File: src/rtl/alu.sv
// Registered 6-bit ALU feeding the board LED bank.
// MIPS funct-style opcodes; result lands one clock after the operands.
module alu #(
    parameter int N_BITS = 6,
    parameter int N_OP   = 6
) (
    input  logic              clock,
    input  logic              reset,
    input  logic [N_BITS-1:0] i_A,
    input  logic [N_BITS-1:0] i_B,
    input  logic [N_OP-1:0]   i_OP,
    output logic [N_BITS-1:0] o_led
);

    localparam logic [N_OP-1:0] OP_ADD = N_OP'(6'b100000);
    localparam logic [N_OP-1:0] OP_SUB = N_OP'(6'b100010);
    localparam logic [N_OP-1:0] OP_AND = N_OP'(6'b100100);
    localparam logic [N_OP-1:0] OP_OR  = N_OP'(6'b100101);
    localparam logic [N_OP-1:0] OP_XOR = N_OP'(6'b100110);
    localparam logic [N_OP-1:0] OP_NOR = N_OP'(6'b100111);
    localparam logic [N_OP-1:0] OP_SRA = N_OP'(6'b000011);
    localparam logic [N_OP-1:0] OP_SRL = N_OP'(6'b000010);

    localparam logic [N_BITS:0] SH_LIM = (N_BITS + 1)'(N_BITS);

    logic              sh_big;
    logic              msb;
    logic [N_BITS-1:0] sra_res;
    logic [N_BITS-1:0] srl_res;
    logic [N_BITS-1:0] nxt;

    // Oversized shift amounts saturate explicitly rather than
    // relying on the shifter's behaviour past the word width.
    assign sh_big = ({1'b0, i_B} >= SH_LIM);
    assign msb    = i_A[N_BITS-1];

    always_comb begin
        sra_res = '0;
        srl_res = '0;
        if (sh_big) begin
            sra_res = {N_BITS{msb}};
            srl_res = '0;
        end else begin
            sra_res = $unsigned($signed(i_A) >>> i_B);
            srl_res = i_A >> i_B;
        end
    end

    always_comb begin
        nxt = '0;
        case (i_OP)
            OP_ADD:  nxt = i_A + i_B;
            OP_SUB:  nxt = i_A - i_B;
            OP_AND:  nxt = i_A & i_B;
            OP_OR:   nxt = i_A | i_B;
            OP_XOR:  nxt = i_A ^ i_B;
            OP_NOR:  nxt = ~(i_A | i_B);
            OP_SRA:  nxt = sra_res;
            OP_SRL:  nxt = srl_res;
            default: nxt = '0;
        endcase
    end

    always_ff @(posedge clock or negedge reset) begin
        if (!reset)
            o_led <= '0;
        else
            o_led <= nxt;
    end

endmodule

File: config.mk
export PLATFORM = sky130hd
export DESIGN_NAME = alu
export DESIGN_NICKNAME = d
export VERILOG_FILES = /design/src/rtl/alu.sv
export SDC_FILE = /design/constraint.sdc
export NUM_CORES = 1
export LEC_CHECK = 0
export ABC_AREA = 1
export CAP_MARGIN = 0
export CORE_MARGIN = 4
export CORE_UTILIZATION = 40
export CTS_CLUSTER_DIAMETER = 80
export CTS_CLUSTER_SIZE = 10
export DETAILED_ROUTE_END_ITERATION = 10
export HOLD_SLACK_MARGIN = 0.12
export PLACE_DENSITY = 0.62
export SYNTH_ARGS = -nofsm -noshare
export SYNTH_HDL_FRONTEND = slang
export SYNTH_SLANG_ARGS = --single-unit
File: constraint.sdc
create_clock -name clock -period 0.8 [get_ports clock]
set_input_delay 0.16 -clock clock [delete_from_list [all_inputs] [get_ports clock]]
set_output_delay 0.16 -clock clock [all_outputs]
set_load 0.02 [all_outputs]
-- Yosys cells after proc, flatten, opt, wreduce, memory -nomap -nowiden
Index checks and enable logic that the tools add are counted.
Widths: inputs -> output; s select.
- add/sub/neg operators: 2
- magnitude comparators: 1
- eq/ne operators: 8
- shift operators: 2
- muxes and demuxes: 3
- bitwise gates (word level): 4
- operators with widths (kind ; number):
    $pmux 6 s8 ; 1
    $eq 6x6->1 const B ; 6
    $eq 6x2->1 const B ; 2
    $mux 6 ; 2
    $add 6x6->6 ; 1
    $and 6x6->6 ; 1
    $ge 6x3->1 const B ; 1
    $not 6->6 ; 1
    $or 6x6->6 ; 1
    $shr 6x6->6 ; 1
    $sshr 6x6->6 ; 1
    $sub 6x6->6 ; 1
    $xor 6x6->6 ; 1
- register bits after elaboration: 6
- output and inout port bits: 6

-- Depth between registers and ports, before layout
Gate-level depths: netlist of run 1.
- depth in word-level cells: 3
- mapped depth: 17

-- Worst setup path after synthesis of run 1
OpenSTA, ideal clock, no wires.
- path kind: in2reg
- start: in i_B[1]
- end: reg o_led[4]
- arrival: 1.785 ns
- data required time: 0.681 ns
- slack: -1.104 ns
- stages on the path: 13
- buffers on the path: 1
- path through: buf_4 -> inv_1 -> ha_1 -> a21oi_1 -> fa_1 -> nand2_1 -> inv_1 -> o21ai_0 -> nand2_1 -> xnor2_1 -> nor2_1 -> nor2_1 -> nand2_1
- word-level cells in the longest chain between the ends: 3
- ends and longest elaborated chain (what ; RTL line ; text):
    from (decl) ; 10 ; input logic [N_BITS-1:0] i_B,
    $ge 6x3->1 (tied with other cells) ; 34 ; assign sh_big = ({1'b0, i_B} >= SH_LIM);
    $mux 6 ; 40 ; if (sh_big) begin
    $pmux 6 s8 * ; 51 ; case (i_OP)
    named net nxt[4] ; 30 ; logic [N_BITS-1:0] nxt;
    to (signal assigned) ; 68 ; o_led <= nxt;
    to (decl) ; 12 ; output logic [N_BITS-1:0] o_led
The timed path passes the listed nets; every way through them passes the cells marked *.

-- Worst setup path in the final report of run 1
- start: in i_OP[3]
- end: reg o_led[3]
- word-level cells in the longest chain between the ends: 2
- ends and longest elaborated chain (what ; RTL line ; text):
    from (decl) ; 11 ; input logic [N_OP-1:0] i_OP,
    $eq 6x2->1 or $eq 6x6->1 (tied branches) ; 51 ;
    $pmux 6 s8 * ; 51 ;
    named net nxt[3] ; 30 ;
Marked as above.

==> results of run 1 <==
-- what timing repair did --
action,CTS,global route
hold endpoints to repair,0,0
setup buffers,3,8
pin swaps,28,25
hold buffers,0,0
endpoints found under the setup margin,12,12
resized for setup,126,23
-- worst min-delay path by stage --
stage / end / slack [ps] / cells past startpoint
floorplan: o_led[0] / -140 / 0
global placement: o_led[0] / 430 / 1
detailed placement: o_led[0] / 430 / 1
CTS: o_led[5] / 200 / 1
global route: o_led[5] / 220 / 1
finish: o_led[3] / 200 / 1
-- power groups by stage --
| stage | Clock [mW] | Sequential (mW) | Combinational (mW) |
|---|---|---|---|
| 2_1_floorplan | 0 | 0.340 | 0.454 |
| 3_3_place_gp | 0 | 0.325 | 0.844 |
| 3_5_place_dp | 0 | 0.325 | 0.852 |
| 4_1_cts | 0.461 | 0.324 | 0.897 |
| 5_1_grt | 0.482 | 0.324 | 1.05 |
| 6_report | 0.452 | 0.323 | 0.948 |
-- logic make-up after synthesis --
logic type                 after synthesis
and+or+nand+nor                        127
buffers and inverters                   46
AOI/OAI and AO/OA                       32
adders and majority gates               20
DFF                                      6
xor gates and xnor gates                 5
-- critical path: cells and delay by family --
family                   cells  cell delay, ps
buffers and inverters        2             180
adder cells (fa/ha/maj)      1             290
XOR/XNOR                     1             150
AND/OR/NAND/NOR              8             750
AO/OA/AOI/OAI                2             260
-- layer usage --
metal / GRT usage, % / part of all wire (%) / vias to the layer above
li1: - / - / 910
met1: 23.78 / 42 / 794
met2: 35.64 / 49 / 58
met3: 2.956 / 7.4 / 6
met4: 3.970 / 1.0 / 0
met5: 0 / 0 / -
-- cells in the mapped netlist (2+ instances only) --
master / number
nor3_1: 3
inv_1: 35
o21ai_0: 6
nand2_1: 58
buf_6: 2
o21ai_1: 7
ha_1: 19
inv_2: 8
nand4_1: 2
dfrtp_1: 6
nor3_2: 2
nor2_1: 21
xor2_1: 3
nand2_4: 3
nor2_4: 5
nand2_2: 8
nand3_2: 2
xnor2_1: 2
nor2_2: 2
a21oi_1: 6
o22ai_1: 5
nand3_1: 20
-- stage by stage --
stage               cell area (um^2)  power, mW  std cells  setup TNS, ps  hold WS (ps)
floorplan                       1500     0.7938        236          -4838        -135.6
global placement                2082      1.169        345         -10500         427.8
detailed placement              2082      1.177        345         -10620         433.1
CTS                             2220      1.681        351          -5153         199.3
global route                    2311      1.855        359          -5778         219.0
finish                          2311      1.723        359          -5100         196.7
-- cell type report --
class / instances / share of cell area (%)
Inverter: 43 / 7.417
Clock buffer: 3 / 1.787
Sequential cell: 6 / 6.497
Multi-Input combinational cell: 184 / 52.46
Timing Repair Buffer: 77 / 29.34
Tap cell: 46 / 2.491
==> impl_metrics.yaml, run 1 <==
routing:
  dr.pass1.iters: 4
  drt_iter0_drc: 106
  wl_per_cell_um: 12.29
  drtAntennaViolNets: 0
  route.vias.total: 1768
  drc: 0
  vias_per_cell: 4.925
  wl_mm: 4.413
clocking:
  cts_tree: "yes"
  cts-root-buf: "clkbuf_8"
  path_clk_slew_ps: 40
  h-tree-depth: 1
  numCtsBuffers: 3
  max-clock-path-buffers: 2
  clock-sinks: 6
placed_design:
  dp_hpwl_mm: 3.685
  pre_cts_slack_ps: -1681
  routabilityCongestion: 0.9009
  portBuffers: 25
synthesis:
  synth_edf_count: 0
  synth_cells: 236
  synth_top_area_share_pct: 16.27
  synthAdderAreaFrac_pct: 17.64
  yosysTopAreaCell: "ha_1"
  netlist_area_um2: 1461
  synth_top_family_by_area: "simple AND/OR/NAND/NOR gates"
  async_flop_share_pct: 100.0
  synth-compound-area-share_pct: 13.36
  synthFlopType: "dfrtp_1"
  synthMuxAreaShare_pct: 0
  ys_ff_latch: 6
  synthSimpleGateAreaFrac_pct: 42.64
  synth_fp_nets: 276
  synth_xor_area_share_pct: 2.997
  yosysSeqAreaShare_pct: 10.27
  synth_cell_types: 33
  yosysWarningCount: 0
  post_synth.cell_area_avg_um2: 6.192
  yosys-top-cells-area: "ha_1, nand2_1, dfrtp_1"
critical_path:
  arrival_ps: 1800
  crit_required_ps: 890
  cp-start-kind: "input pin"
  crit_top_cell: "nor2_1"
  worstSetupEndpointType: "flip-flop"
  cp-startpoint: "i_OP[3]"
  crit_slowest_cell: "ha_1"
  crit_type: "input pin to flip-flop"
  path_cells: "buf_8, nor2_4, nand3_2, inv_2, nand2_4, nand2_2, xor2_1, ha_1, a21oi_1, nand2_1, nor2_1, nor2_1, nor3_2, o211ai_1"
  crit_end: "o_led[3]"
  critPathMaxStageDelay_ps: 290
  crit_fanout: 4
global_routing:
  grt_pass1_wl_mm: 6.851
  antenna_found_initial: 0
  first_global_vias: 1546
  grt_overflow_total: 0
  grt_max_degree: 11
  grt_use_total_pct: 19.51
pwr:
  combinationalPowerShare_pct: 55.0
  p_leak_nw: 1.229
  p_per_area_nw_per_um2: 745.7
  power.switching_mw: 0.6284
  power_frac_clock_pct: 26.2
  switching_share_pct: 36.47
  p_int_mw: 1.095
  vdd_drop_max_mv: 0.4489
  pwr-share-seq_pct: 18.8
finish:
  multi_input_area_um2: 1212
  regMostFlops: "o_led"
  drive_gt1_share_pct: 44.73
  nets: 355
  reg.largest.list: "o_led x6"
  antenna_cells: 0
  area_delta_synth_final_pct: 58.13
  largest_reg_flops: 6
  fillers: 310
  final_common_cell: "nand2_1"
  seqCellArea_um2: 150.1
  fin_util_pct: 67.14
  final_cell_mix: "nand2_1, buf_4, inv_1"
sta:
  period_minus_slack_ps: 1711
  setup_viol: 12
  hold_violations: 0
  slew_violations: 0
  worst_slew_pin_slew_ps: 307.2
  rsz0062_at_grt: "true"
  slew_headroom_pct: 79.46
  min_period_over_period_pct: 213.9
  fmax_mhz: 584.4
  worst_slack_ps: -911.0
floorplan:
  dieArea_um2: 4685
  die_x_um: 68.45
  ios: 26
  start_util_pct: 42.46
  num_rows: 21
  core_area_um2: 3442
  dieHeight_um: 68.45
outcome:
  run_status: "finished with violations"
  violations: "setup timing"
flow_run:
  maxCapViolCount: 0
min_path:
  hp-class: "input pin to asynchronous set/reset pin"
(Power assumes the default switching activity.)
==> run 2, diff against run 1 <==
- PLACE_DENSITY: 0.62 -> 0.65
- clock period: 0.8 -> 1.5 ns (I/O delays scaled with it)
==> run 2 against run 1 <==
- the flow still finishes with violations (setup timing)
- sequential share of layout area is 0.078 points higher
- wire length about the same
- sequential cell count did not move
- setup slack better by 480 ps
- critical path depth unchanged
==> impl_metrics.yaml, run 2 (synthesis results as in run 1) <==
outcome:
  run_status: "finished with violations"
  violations: "setup timing"
pwr:
  power_frac_clock_pct: 26.6
  p_per_area_nw_per_um2: 392.8
  power.switching_mw: 0.3299
  combinationalPowerShare_pct: 54.4
  p_leak_nw: 1.262
  power_mw: 0.8970
  vdd_drop_max_mv: 0.2043
  pwr-share-seq_pct: 19.0
  switching_share_pct: 36.78
  p_int_mw: 0.5671
clocking:
  h-tree-depth: 1
  cts-root-buf: "clkbuf_8"
  hold_buffers: 0
  cts_tree: "yes"
  max-clock-path-buffers: 2
  clock-sinks: 6
  numCtsBuffers: 3
  path_clk_slew_ps: 40
sta:
  slew_headroom_pct: 78.52
  worst_slack_ps: -432.2
  min_period_over_period_pct: 128.8
  finalSetupTns_ps: -1886
  fmax_mhz: 517.5
  period_minus_slack_ps: 1932
  hold_violations: 0
  setup_viol: 5
  rsz0062_at_grt: "true"
  slew_violations: 0
  worst_slew_pin_slew_ps: 321.3
routing:
  drtAntennaViolNets: 0
  drc: 0
  drt_iter0_drc: 78
  dr.pass1.iters: 4
  wl_mm: 4.416
  route.vias.total: 1748
  vias_per_cell: 4.815
  wl_per_cell_um: 12.17
global_routing:
  first_global_vias: 1600
  grt_overflow_total: 0
  use_met3_pct: 0.9852
  gr-usage-met2_pct: 35.52
  grt_use_total_pct: 19.65
  antenna_found_initial: 0
  grt_max_degree: 11
  grt_pass1_wl_mm: 6.962
  grt.busiest_layer: "met2"
  grt_util_met1_pct: 25.27
floorplan:
  start_util_pct: 42.46
  dieArea_um2: 4685
  num_rows: 21
  ios: 26
  core_area_um2: 3442
  dieHeight_um: 68.45
  die_x_um: 68.45
finish:
  final_common_cell: "nand2_1"
  area_delta_synth_final_pct: 56.25
  nets: 359
  drive_gt1_share_pct: 38.80
  reg.largest.list: "o_led x6"
  largest_reg_flops: 6
  antenna_cells: 0
  final_cell_mix: "nand2_1, buf_4, inv_1"
  regMostFlops: "o_led"
  fillers: 311
critical_path:
  path_buf_inv: 2
  path_cells: "buf_6, nor2_4, nand3_2, inv_2, nand2_4, nand2_2, xor2_1, ha_1, a21oi_1, nand2_1, nor2_1, nor2_1, nor3_2, o211ai_1"
  cp-start-kind: "input pin"
  worstSetupEndpointType: "flip-flop"
  critPathMaxStageDelay_ps: 290
  crit_slowest_cell: "ha_1"
  cp-startpoint: "i_OP[2]"
  arrival_ps: 2020
  crit_type: "input pin to flip-flop"
  cp_top_family: "simple AND/OR/NAND/NOR gates"
  crit_fanout: 4
  crit_required_ps: 1580
  crit_top_cell: "nor2_1"
flow_run:
  maxCapViolCount: 0
min_path:
  hp-class: "input pin to asynchronous set/reset pin"
placed_design:
  routabilityCongestion: 0.9070
  dp_hpwl_mm: 3.575
  portBuffers: 25
## run 2: cell types whose count changed in the layout (fill, tap and decap cells not counted), moves of 4 or more
| cell | delta |
|---|---|
| buf_8 | -4 |
| buf_6 | -12 |
| buf_4 | +11 |
| inv_2 | -6 |
| dlymetal6s2s_1 | +5 |
| clkdlybuf4s50_1 | +7 |
| inv_1 | +6 |
## run 2: repair_timing
item	CTS	global route
gates resized for setup	48	24
pin swaps	15	20
buffers inserted	11	7
setup endpoints to repair	6	6
## run 2: stage by stage
| stage | instance area (um^2) | std cells | hold slack, ps | setup WS (ps) | util [%] |
|---|---|---|---|---|---|
| after floorplan | 1500 | 236 | 4.409 | -396.0 | - |
| after global placement | 2059 | 342 | 560.7 | -1203 | 59.83 |
| after detailed placement | 2059 | 342 | 558.5 | -1180 | 59.83 |
| after CTS | 2186 | 356 | 322.9 | -402.1 | 63.50 |
| after global routing | 2283 | 363 | 343.4 | -539.7 | 66.34 |
| final | 2283 | 363 | 310.0 | -432.2 | 66.34 |
## run 2: cell type report
class / instances / area [um^2] / share of cell area, %
clock buffers: 3 / 41.29 / 1.808
inverters: 43 / 171.4 / 7.507
multi-input cells: 184 / 1195 / 52.33
flip-flops and latches: 6 / 150.1 / 6.575
well taps: 46 / 57.56 / 2.521
repair buffers: 81 / 668.1 / 29.26
## run 2: per-layer routing
layer  up-vias  share of wire [%]
met5         -                  0
met4         0                1.2
met3         5                5.9
met2        48                 48
met1       773                 45
li1        922                  -
## run 2: final timing paths
kind                             to  slack (ps)  cells past startpoint
worst max-delay path       o_led[3]        -430                     14
worst min-delay path       o_led[5]         310                      1
max in group asynchronous  o_led[2]         980                      1
min in group clock         o_led[2]         610                      5
## run 2: power by group through the flow
stage	logic, mW	clock network, mW	registers (mW)
after floorplan	0.242	0	0.181
after global placement	0.446	0	0.173
after detailed placement	0.448	0	0.173
after CTS	0.460	0.246	0.171
after global routing	0.540	0.253	0.171
final	0.488	0.238	0.170
